**src/rtl/cpu_pkg.sv**
```systemverilog
// Shared definitions for the fetch/sequencer: opcode and funct encodings,
// the reset-time instruction word, and the fetch state enumeration.
// No ports; imported by instr_fetch_unit and next_pc_sel.
package cpu_pkg;

  localparam logic [5:0] OP_RTYPE = 6'b000000;
  localparam logic [5:0] OP_J     = 6'b000010;
  localparam logic [5:0] OP_JAL   = 6'b000011;
  localparam logic [5:0] OP_BEQ   = 6'b000100;
  localparam logic [5:0] OP_BNE   = 6'b000101;
  localparam logic [5:0] OP_STALL = 6'b000110;
  localparam logic [5:0] OP_NOP   = 6'b111111;

  localparam logic [5:0] FUNCT_JR = 6'b001000;

  // IR contents after reset: opcode field is OP_NOP, everything else zero.
  localparam logic [31:0] NOP_WORD = 32'hFC00_0000;

  typedef enum logic [2:0] {
    ST_IDLE,
    ST_FETCH,
    ST_DECODE,
    ST_EXEC,
    ST_STALL
  } fetch_state_t;

endpackage

```
**src/rtl/instr_fetch_unit_next_pc_sel.sv**
```systemverilog
// next_pc_sel: combinational next-PC mux and branch adder (jr > j/jal > taken branch > pc+4).
// Latency: zero cycles, purely combinational.
// Backpressure: none; the caller decides when next_pc is loaded.
// Ports: pc_plus4, IR fields (opcode/funct/imm/target), rs_data, decoder strobes, zero -> next_pc.
module next_pc_sel
  import cpu_pkg::*;
#(
  parameter int ADDR_W = 32
) (
  input  logic [ADDR_W-1:0] pc_plus4,
  input  logic [5:0]        opcode,
  input  logic [5:0]        funct,
  input  logic [15:0]       imm,
  input  logic [25:0]       target,
  input  logic [ADDR_W-1:0] rs_data,
  input  logic              jump,
  input  logic              branch_on_eq,
  input  logic              branch_on_neq,
  input  logic              zero,
  output logic [ADDR_W-1:0] next_pc
);

  logic              is_jr;
  logic              br_taken;
  logic [ADDR_W-1:0] br_offset;
  logic [ADDR_W-1:0] jr_addr;
  logic [ADDR_W-1:0] j_addr;

  assign is_jr    = jump && (opcode == OP_RTYPE) && (funct == FUNCT_JR);
  // Both strobes high is legal: whichever condition matches zero wins.
  assign br_taken = (branch_on_eq && zero) || (branch_on_neq && !zero);

  // Sign-extended word offset; the add below wraps modulo 2^ADDR_W.
  assign br_offset = {{(ADDR_W-18){imm[15]}}, imm, 2'b00};
  // Register targets are forced onto a word boundary.
  assign jr_addr   = rs_data & ~ADDR_W'(3);
  // Region jump keeps the top nibble of the sequential address.
  assign j_addr    = {pc_plus4[ADDR_W-1:28], target, 2'b00};

  always_comb begin
    next_pc = pc_plus4;
    if (is_jr) begin
      next_pc = jr_addr;
    end else if (jump) begin
      next_pc = j_addr;
    end else if (br_taken) begin
      next_pc = pc_plus4 + br_offset;
    end
  end

endmodule

```
**src/rtl/instr_fetch_unit.sv**
```systemverilog
// instr_fetch_unit: fetch/sequencer; requests imem, holds IR, drives decode fields, computes next PC.
// Latency: 3 cycles per instruction with zero-wait ack (FETCH -> DECODE -> EXEC); STALL waits for resume.
// Backpressure: imem_req held until imem_ack; with FETCH_TIMEOUT_EN defined a 16-cycle watchdog
//   sets sticky fetch_err, drops imem_req for one cycle and re-issues the same pc.
// Ports: clk/rst (sync, active-low); imem_req/addr/ack/rdata; IR fields opcode..target;
//   instr_valid; zero, branch_on_eq/neq, jump, rs_data, resume; pc, pc_plus4, stalled, fetch_err.
module instr_fetch_unit
  import cpu_pkg::*;
#(
  parameter int                ADDR_W      = 32,
  parameter logic [ADDR_W-1:0] RESET_PC    = '0,
  parameter int                TIMEOUT_CYC = 16
) (
  input  logic              clk,
  input  logic              rst,
  output logic              imem_req,
  output logic [ADDR_W-1:0] imem_addr,
  input  logic              imem_ack,
  input  logic [31:0]       imem_rdata,
  output logic [5:0]        opcode,
  output logic [4:0]        rs,
  output logic [4:0]        rt,
  output logic [4:0]        rd,
  output logic [4:0]        shamt,
  output logic [5:0]        funct,
  output logic [15:0]       imm,
  output logic [25:0]       target,
  output logic              instr_valid,
  input  logic              zero,
  input  logic              branch_on_eq,
  input  logic              branch_on_neq,
  input  logic              jump,
  input  logic [ADDR_W-1:0] rs_data,
  input  logic              resume,
  output logic [ADDR_W-1:0] pc,
  output logic [ADDR_W-1:0] pc_plus4,
  output logic              stalled,
  output logic              fetch_err
);

  fetch_state_t      state_q, state_d;
  logic [ADDR_W-1:0] pc_q, pc_d;
  logic [31:0]       ir_q;
  logic              ir_load;
  logic [ADDR_W-1:0] next_pc;
  logic              req_block;   // suppresses the request for the retry gap

  assign pc        = pc_q;
  assign pc_plus4  = pc_q + ADDR_W'(4);
  assign imem_addr = pc_q;

  assign opcode = ir_q[31:26];
  assign rs     = ir_q[25:21];
  assign rt     = ir_q[20:16];
  assign rd     = ir_q[15:11];
  assign shamt  = ir_q[10:6];
  assign funct  = ir_q[5:0];
  assign imm    = ir_q[15:0];
  assign target = ir_q[25:0];

  next_pc_sel #(.ADDR_W(ADDR_W)) u_next_pc_sel (
    .pc_plus4      (pc_plus4),
    .opcode        (opcode),
    .funct         (funct),
    .imm           (imm),
    .target        (target),
    .rs_data       (rs_data),
    .jump          (jump),
    .branch_on_eq  (branch_on_eq),
    .branch_on_neq (branch_on_neq),
    .zero          (zero),
    .next_pc       (next_pc)
  );

`ifdef FETCH_TIMEOUT_EN
  localparam int CNT_W = $clog2(TIMEOUT_CYC + 1);

  logic [CNT_W-1:0] to_cnt_q;
  logic             drop_q;
  logic             err_q;
  logic             fetch_wait;
  logic             to_hit;

  // A cycle counts toward the timeout only while the request is actually
  // on the bus and unanswered; anything else (ack, gap, other state) clears it.
  assign fetch_wait = (state_q == ST_FETCH) && !drop_q && !imem_ack;
  assign to_hit     = fetch_wait && (to_cnt_q == CNT_W'(TIMEOUT_CYC - 1));

  always_ff @(posedge clk) begin
    if (!rst) begin
      to_cnt_q <= '0;
      drop_q   <= 1'b0;
      err_q    <= 1'b0;
    end else begin
      to_cnt_q <= (fetch_wait && !to_hit) ? to_cnt_q + CNT_W'(1) : '0;
      drop_q   <= to_hit;
      if (to_hit) begin
        err_q <= 1'b1;
      end
    end
  end

  assign req_block = drop_q;
  assign fetch_err = err_q;
`else
  assign req_block = 1'b0;
  assign fetch_err = 1'b0;
`endif

  always_comb begin
    state_d     = state_q;
    pc_d        = pc_q;
    ir_load     = 1'b0;
    imem_req    = 1'b0;
    instr_valid = 1'b0;
    stalled     = 1'b0;
    unique case (state_q)
      ST_IDLE: begin
        state_d = ST_FETCH;
      end
      ST_FETCH: begin
        imem_req = !req_block;
        // An ack during the retry gap has no request to answer.
        if (!req_block && imem_ack) begin
          ir_load = 1'b1;
          state_d = ST_DECODE;
        end
      end
      ST_DECODE: begin
        instr_valid = 1'b1;
        state_d     = (opcode == OP_STALL) ? ST_STALL : ST_EXEC;
      end
      ST_EXEC: begin
        pc_d    = next_pc;
        state_d = ST_FETCH;
      end
      ST_STALL: begin
        stalled = 1'b1;
        if (resume) begin
          pc_d    = pc_plus4;
          state_d = ST_FETCH;
        end
      end
      default: begin
        state_d = ST_IDLE;
      end
    endcase
  end

  always_ff @(posedge clk) begin
    if (!rst) begin
      state_q <= ST_IDLE;
      pc_q    <= RESET_PC;
      ir_q    <= NOP_WORD;
    end else begin
      state_q <= state_d;
      pc_q    <= pc_d;
      if (ir_load) begin
        ir_q <= imem_rdata;
      end
    end
  end

endmodule

```
**config.mk**
```make
export PLATFORM = sky130hd
export DESIGN_NAME = instr_fetch_unit
export DESIGN_NICKNAME = d
export VERILOG_FILES = /design/src/rtl/cpu_pkg.sv /design/src/rtl/instr_fetch_unit_next_pc_sel.sv /design/src/rtl/instr_fetch_unit.sv
export SDC_FILE = /design/constraint.sdc
export NUM_CORES = 1
export LEC_CHECK = 0
export ABC_AREA = 1
export ABC_CLOCK_PERIOD_IN_PS = 7900
export CORE_MARGIN = 2
export CORE_UTILIZATION = 35
export CTS_CLUSTER_DIAMETER = 60
export DETAILED_ROUTE_END_ITERATION = 8
export GPL_TIMING_DRIVEN = 0
export PLACE_DENSITY = 0.74
export SYNTH_ARGS = -nofsm -noshare
export SYNTH_HDL_FRONTEND = slang
export SYNTH_SLANG_ARGS = --single-unit
```
**constraint.sdc**
```tcl
create_clock -name clk -period 7.9 [get_ports clk]
set_input_delay 1.185 -clock clk [delete_from_list [all_inputs] [get_ports clk]]
set_output_delay 1.185 -clock clk [all_outputs]
set_load 0.03 [all_outputs]
```
* After elaboration in Yosys (flattened, before gate mapping)
Index checks and enable logic that the tools add are counted.
** Operators by class
- Equal/unequal tests :: 8
- $add $sub $neg :: 2
- Muxes and demuxes :: 14
- Reductions and logical operators :: 12
** Operators with widths (count)
- 2-to-1 mux 32 bit :: 4
- case mux 32 bit (2 select lines) :: 1
- adder 32 x 3 -> 32 bit, second input constant :: 1
- adder 32 bit :: 1
- case mux 3 bit (4 select lines) :: 1
- 2-to-1 mux 3 bit :: 3
- == test 3 x 2 -> 1 bit, second input constant :: 2
- == test 6 x 3 -> 1 bit, second input constant :: 1
- == test 6 x 4 -> 1 bit, second input constant :: 1
- logical NOT 6 bit :: 1
- 2-to-1 mux 1 bit :: 5
- logical AND 1 bit :: 4
- inequality test 2 bit, second input constant :: 2
- AND reduction 2 bit :: 2
- == test 3 x 1 -> 1 bit, second input constant :: 1
- == test 3 bit, second input constant :: 1
- logical NOT 3 bit :: 1
- nonzero test 2 bit :: 1
- OR reduction 2 bit :: 1
- logical NOT 1 bit :: 1
- logical OR 1 bit :: 1
** Word-level totals
- Bits in registers :: 67

* Depth between registers and ports, before layout
- Depth in word-level cells :: 7
- Gate-level depth with buffers :: 26

* Hierarchy
A second synthesis with hierarchy kept.
** Second synthesis, totals
- Cells, all modules :: 1235
- Area, all modules :: 7118.1 µm²
** Modules (own cells, without submodules)
- instr_fetch_unit :: seq. area each 1341.3 µm², cells an instance 636, area an instance 4186.5 µm², instances 1
- next_pc_sel :: seq. area each 0.0 µm², cells an instance 599, area an instance 2931.6 µm², instances 1

* Least setup slack after synthesis
No wires, ideal clock.
- Path type :: reg-to-reg
- Start :: register pc_q[4], in the netlist imem_addr[4]
- End :: register pc_q[28], in the netlist imem_addr[28]
- Arrival time :: 3129 ps
- Path slack :: 4641 ps
- Stages on the path, launching flop included :: 19
- Clock period less this slack :: 3259 ps
- Data required time :: 7770 ps
- Setup time :: 130 ps
- Path through :: dfxtp_1 > nand2_1 > nor2_2 > nand2_4 > nor2_4 > xor2_1 > ha_1 > nand2_1 > inv_1 > a21oi_1 > nor2_1 > o21bai_1 > nand3_1 > nand2_1 > nand3_1 > nand2_1 > nand2_1 > nand2_1 > a21oi_1
** On the way
- Word-level cells in the longest chain between the ends :: 6
- Elaborated cells on any way between the ends :: 7
- Classes of those cells :: add/sub: 2; mux: 5
** RTL lines
- start, declared :: RTL line instr_fetch_unit.sv:42 : logic [ADDR_W-1:0] pc_q, pc_d;
- start signal, assigned :: RTL line instr_fetch_unit.sv:157 : pc_q <= pc_d;
- adder 32 x 3 -> 32 bit :: RTL line instr_fetch_unit.sv:49 : assign pc_plus4 = pc_q + ADDR_W'(4);
- net pc_plus4[15] :: RTL line instr_fetch_unit.sv:36 : output logic [ADDR_W-1:0] pc_plus4,
- adder 32 bit :: RTL line instr_fetch_unit_next_pc_sel.sv:47 : next_pc = pc_plus4 + br_offset;
- 2-to-1 mux 32 bit :: RTL line instr_fetch_unit_next_pc_sel.sv:46 : end else if (br_taken) begin
- 2-to-1 mux 32 bit :: RTL line instr_fetch_unit_next_pc_sel.sv:44 : end else if (jump) begin
- 2-to-1 mux 32 bit :: RTL line instr_fetch_unit_next_pc_sel.sv:42 : if (is_jr) begin
- case mux 32 bit (2 select lines) :: RTL line instr_fetch_unit.sv:117 : unique case (state_q)
The timed path passes the listed nets, and every way through them passes these cells. The select of a mux whose other input is x is not followed.
A chain may end at the register's enable or synchronous reset.

* Final worst setup path
- Start :: register pc_q[3], in the netlist imem_addr[3]
- End :: output port pc_plus4[20]
** On the way
- Word-level cells in the longest chain between the ends :: 1
** RTL lines (RTL line)
- adder 32 x 3 -> 32 bit :: instr_fetch_unit.sv:49
- end, declared :: instr_fetch_unit.sv:36
No other way between the ends.

==> run_results.csv <==
group,metric,value,unit
outcome,outcome,"finished, final reports clean",
grt,grt_pass1_vias,8161,
logic_synthesis,yosys_warnings,0,
cells_and_area,final_common_cell,"nand2_1",
clock_tree,htreeDepth,3,
detailed_routing,wl_per_cell,16.4,um
floorplan,start_util,35.4,%
grt,grt.busiest_layer,"met2",
detailed_routing,remaining_drc_errors,0,
sta,slew_headroom,18.7,%
sta,clock.fmax,240,MHz
detailed_routing,totalWireLength,29200,um
logic_synthesis,avgSynthCellArea,5.67,sq um
worst_setup_path,path_max_fanout,5,
detailed_routing,drt_first_pass_iters,5,
sta,worst_slack,3.74,ns
logic_synthesis,netlist_area,7100,sq um
worst_setup_path,reg2reg_slack,4.07,ns
worst_setup_path,path_delay_family,"buffers and inverters",
sta,worst_clock_skew,0.00883,ns
floorplan,core_area,20000,sq um
logic_synthesis,synth-edff-count,0,
worst_setup_path,critPathMostFrequentCell,"inv_1",
cells_and_area,areaGrowthSynthToFinish,42.6,%
worst_setup_path,endpoint_kind,"output port",
cells_and_area,final_nets,1614,
clock_tree,post_cts_buffers,0,
sta,drv_slew,0,
cells_and_area,n_antenna_cell,0,
cells_and_area,fillers,2137,
floorplan,design.die.area,21400,sq um
floorplan,ioPinCount,246,
grt,globalRouteMet2Util,42.1,%
hold_path,hold_path_class,"register to register",
clock_tree,clk_pin_slew_worst_paths,0.06,ns
clock_tree,max-clock-path-buffers,2,
detailed_routing,drtIter0Drc,828,
detailed_routing,ant_nets,0,
grt,met1_usage,34.8,%
detailed_routing,vias_per_cell,4.98,
clock_tree,cts_tree,"built",
sta,fin_crit_sh,52.7,%
worst_setup_path,critPathLaunchType,"register",
place,io_buffers,236,
place,place_hpwl,24200,um
worst_setup_path,max_stage_delay,0.70,ns
cells_and_area,final_cell_mix,"nand2_1, clkdlybuf4s50_1, inv_1",
detailed_routing,vias,8860,
clock_tree,cts_hold_buffers,0,
worst_setup_path,crit_chain,"ha_1 > inv_1 > nor2_1 > nand2_1 > nor4_1 > xor2_1 > inv_1 > clkdlybuf4s50_1",
pwr,p_leak,4.93,nW
worst_setup_path,slowest_stage,"clkdlybuf4s50_1",
sta,worst_pin_slew,1.22,ns
place,gp_congestion,0.973,
logic_synthesis,synth-seq-cells,65,
pwr,power_density,248,nW/um^2
sta,setup_viol,0,
worst_setup_path,worstPathArrival,2.98,ns
place,placed_cell_area,9820,sq um
logic_synthesis,syn_inst,1252,
grt,grt_max_degree,27,
floorplan,num_rows,52,
logic_synthesis,synth.distinct_cells,43,
flow_run,maxCapViolations,0,
grt,grt_antenna_before_repair,0,
logic_synthesis,async_flop_share,0,%
worst_setup_path,critical_path_class,"register to output port",
worst_setup_path,path_buf_inv,3,
floorplan,die_w,146,um
worst_setup_path,critPathRequiredTime,6.71,ns
grt,grt_pass1_wl,44600,um
sta,rsz0062_at_grt,"no",
floorplan,die_y,146,um
place,post-place-ws,4.11,ns
grt,grt_use_met3,7.00,%
clock_tree,clk_latency,0.34,ns
grt,grt-ovfl-total,0,
pwr,peakVddDrop,0.196,mV
logic_synthesis,yosysSeqAreaShare,18.3,%
cells_and_area,layout-drive-gt1-share,9.21,%
sta,finalSetupTns,0,ns
clock_tree,clock-sinks,65,
cells_and_area,finalInstanceArea,10100,sq um
clock_tree,numCtsBuffers,9,
logic_synthesis,dominantRegCellSynth,"dfxtp_1",
grt,grt.total_usage,26.6,%
sta,hold_viol,0,
sta,fin_crit,4.16,ns
clock_tree,cts_root_buf,"clkbuf_16",
clock_tree,post_cts_resized,0,
logic make-up (layout without fill, tap and decap cells):
| logic type | after synthesis | in the layout | synth area share (%) |
|---|---|---|---|
| simple gates | 634 | 634 | 37.0 |
| fa+ha+maj | 37 | 37 | 6.63 |
| xor+xnor | 17 | 17 | 2.10 |
| compound gates | 202 | 202 | 15.7 |
| other cells | 1 | 7 | 0.0528 |
| flops | 65 | 65 | 18.3 |
| buf+inv | 296 | 548 | 20.2 |
worst reg2reg max path: stages (launching register included):
cell	delay (ns)
dfxtp_1	0.48
nand2_1	0.18
nor3_1	0.34
nand2_1	0.15
nor2_2	0.22
xor2_1	0.45
ha_1	0.37
nand2_1	0.13
inv_1	0.05
a21oi_1	0.25
nor2_1	0.11
nor2_1	0.09
nand2_1	0.07
nand2_1	0.06
nand2_1	0.04
o21ai_0	0.45
nand2_1	0.10
nand2_1	0.09
a21oi_1	0.06
final timing paths:
path / from / end / cells after the start
setup / recovery: imem_addr[3] / pc_plus4[20] / 8
hold / removal: ir_q[28] / ir_q[28] / 2
setup reg to reg: imem_addr[13] / imem_addr[20] / 18
hold reg to reg: ir_q[28] / ir_q[28] / 2
sequential cells by signal, summed over array words and instances (netlist names):
| register | flops |
|---|---|
| ir_q | 32 |
| imem_addr | 30 |
| state_q | 3 |
metrics by stage:
| step | instances | power (mW) | hold slack (ns) | util [%] |
|---|---|---|---|---|
| finish | 1780 | 2.51 | 0.537 | 50.5 |
| global route | 1780 | 2.64 | 0.570 | 50.5 |
| CTS | 1780 | 2.51 | 0.531 | 50.5 |
| detailed placement | 1764 | 2.09 | 0.520 | 49.0 |
| global placement | 1764 | 2.07 | 0.504 | 49.0 |
| floorplan | 1258 | 1.46 | 0.591 | - |
Yosys cell counts (all sizes together) (2+ instances only):
cell type  number  area share [%]
nand2         391              21
inv           185             9.8
nor2          137             7.7
a21oi          90             6.5
buf            90             9.3
o21ai          76             5.4
dfxtp          65              18
nand3          59             4.3
ha             36             6.3
clkbuf         21             1.1
o211ai         16             1.7
nand4          15             1.3
xor2           14             1.7
nor3           13            0.92
or2            11             1.0
o21bai          9            0.95
nor4            4            0.35
xnor2           3            0.37
a21o            2            0.21
a31oi           2            0.18
and2            2            0.18
layer usage:
metal,routed length [um],vias up
li1,-,4371
met1,12500,3961
met2,12600,471
met3,3090,57
met4,1010,0
met5,0,-
where the power goes:
group	leakage, nW	total [mW]	switching, mW	internal [mW]
clock network	0.149	0.418	0.164	0.253
logic	4.25	1.54	0.912	0.624
registers	0.530	0.560	0.155	0.404
total	4.93	2.51	1.23	1.28
cell type report:
type	instances	area [sq um]	share of cell area, %
clock buffer	10	239	2.36
sequential	65	1300	12.9
clock inverter	6	65.1	0.643
inverter	185	694	6.86
buffer	111	742	7.33
tap	270	338	3.34
timing repair buffer	236	2360	23.3
multi-input combinational	897	4380	43.3
No activity file was read; power rests on OpenSTA's default activity.
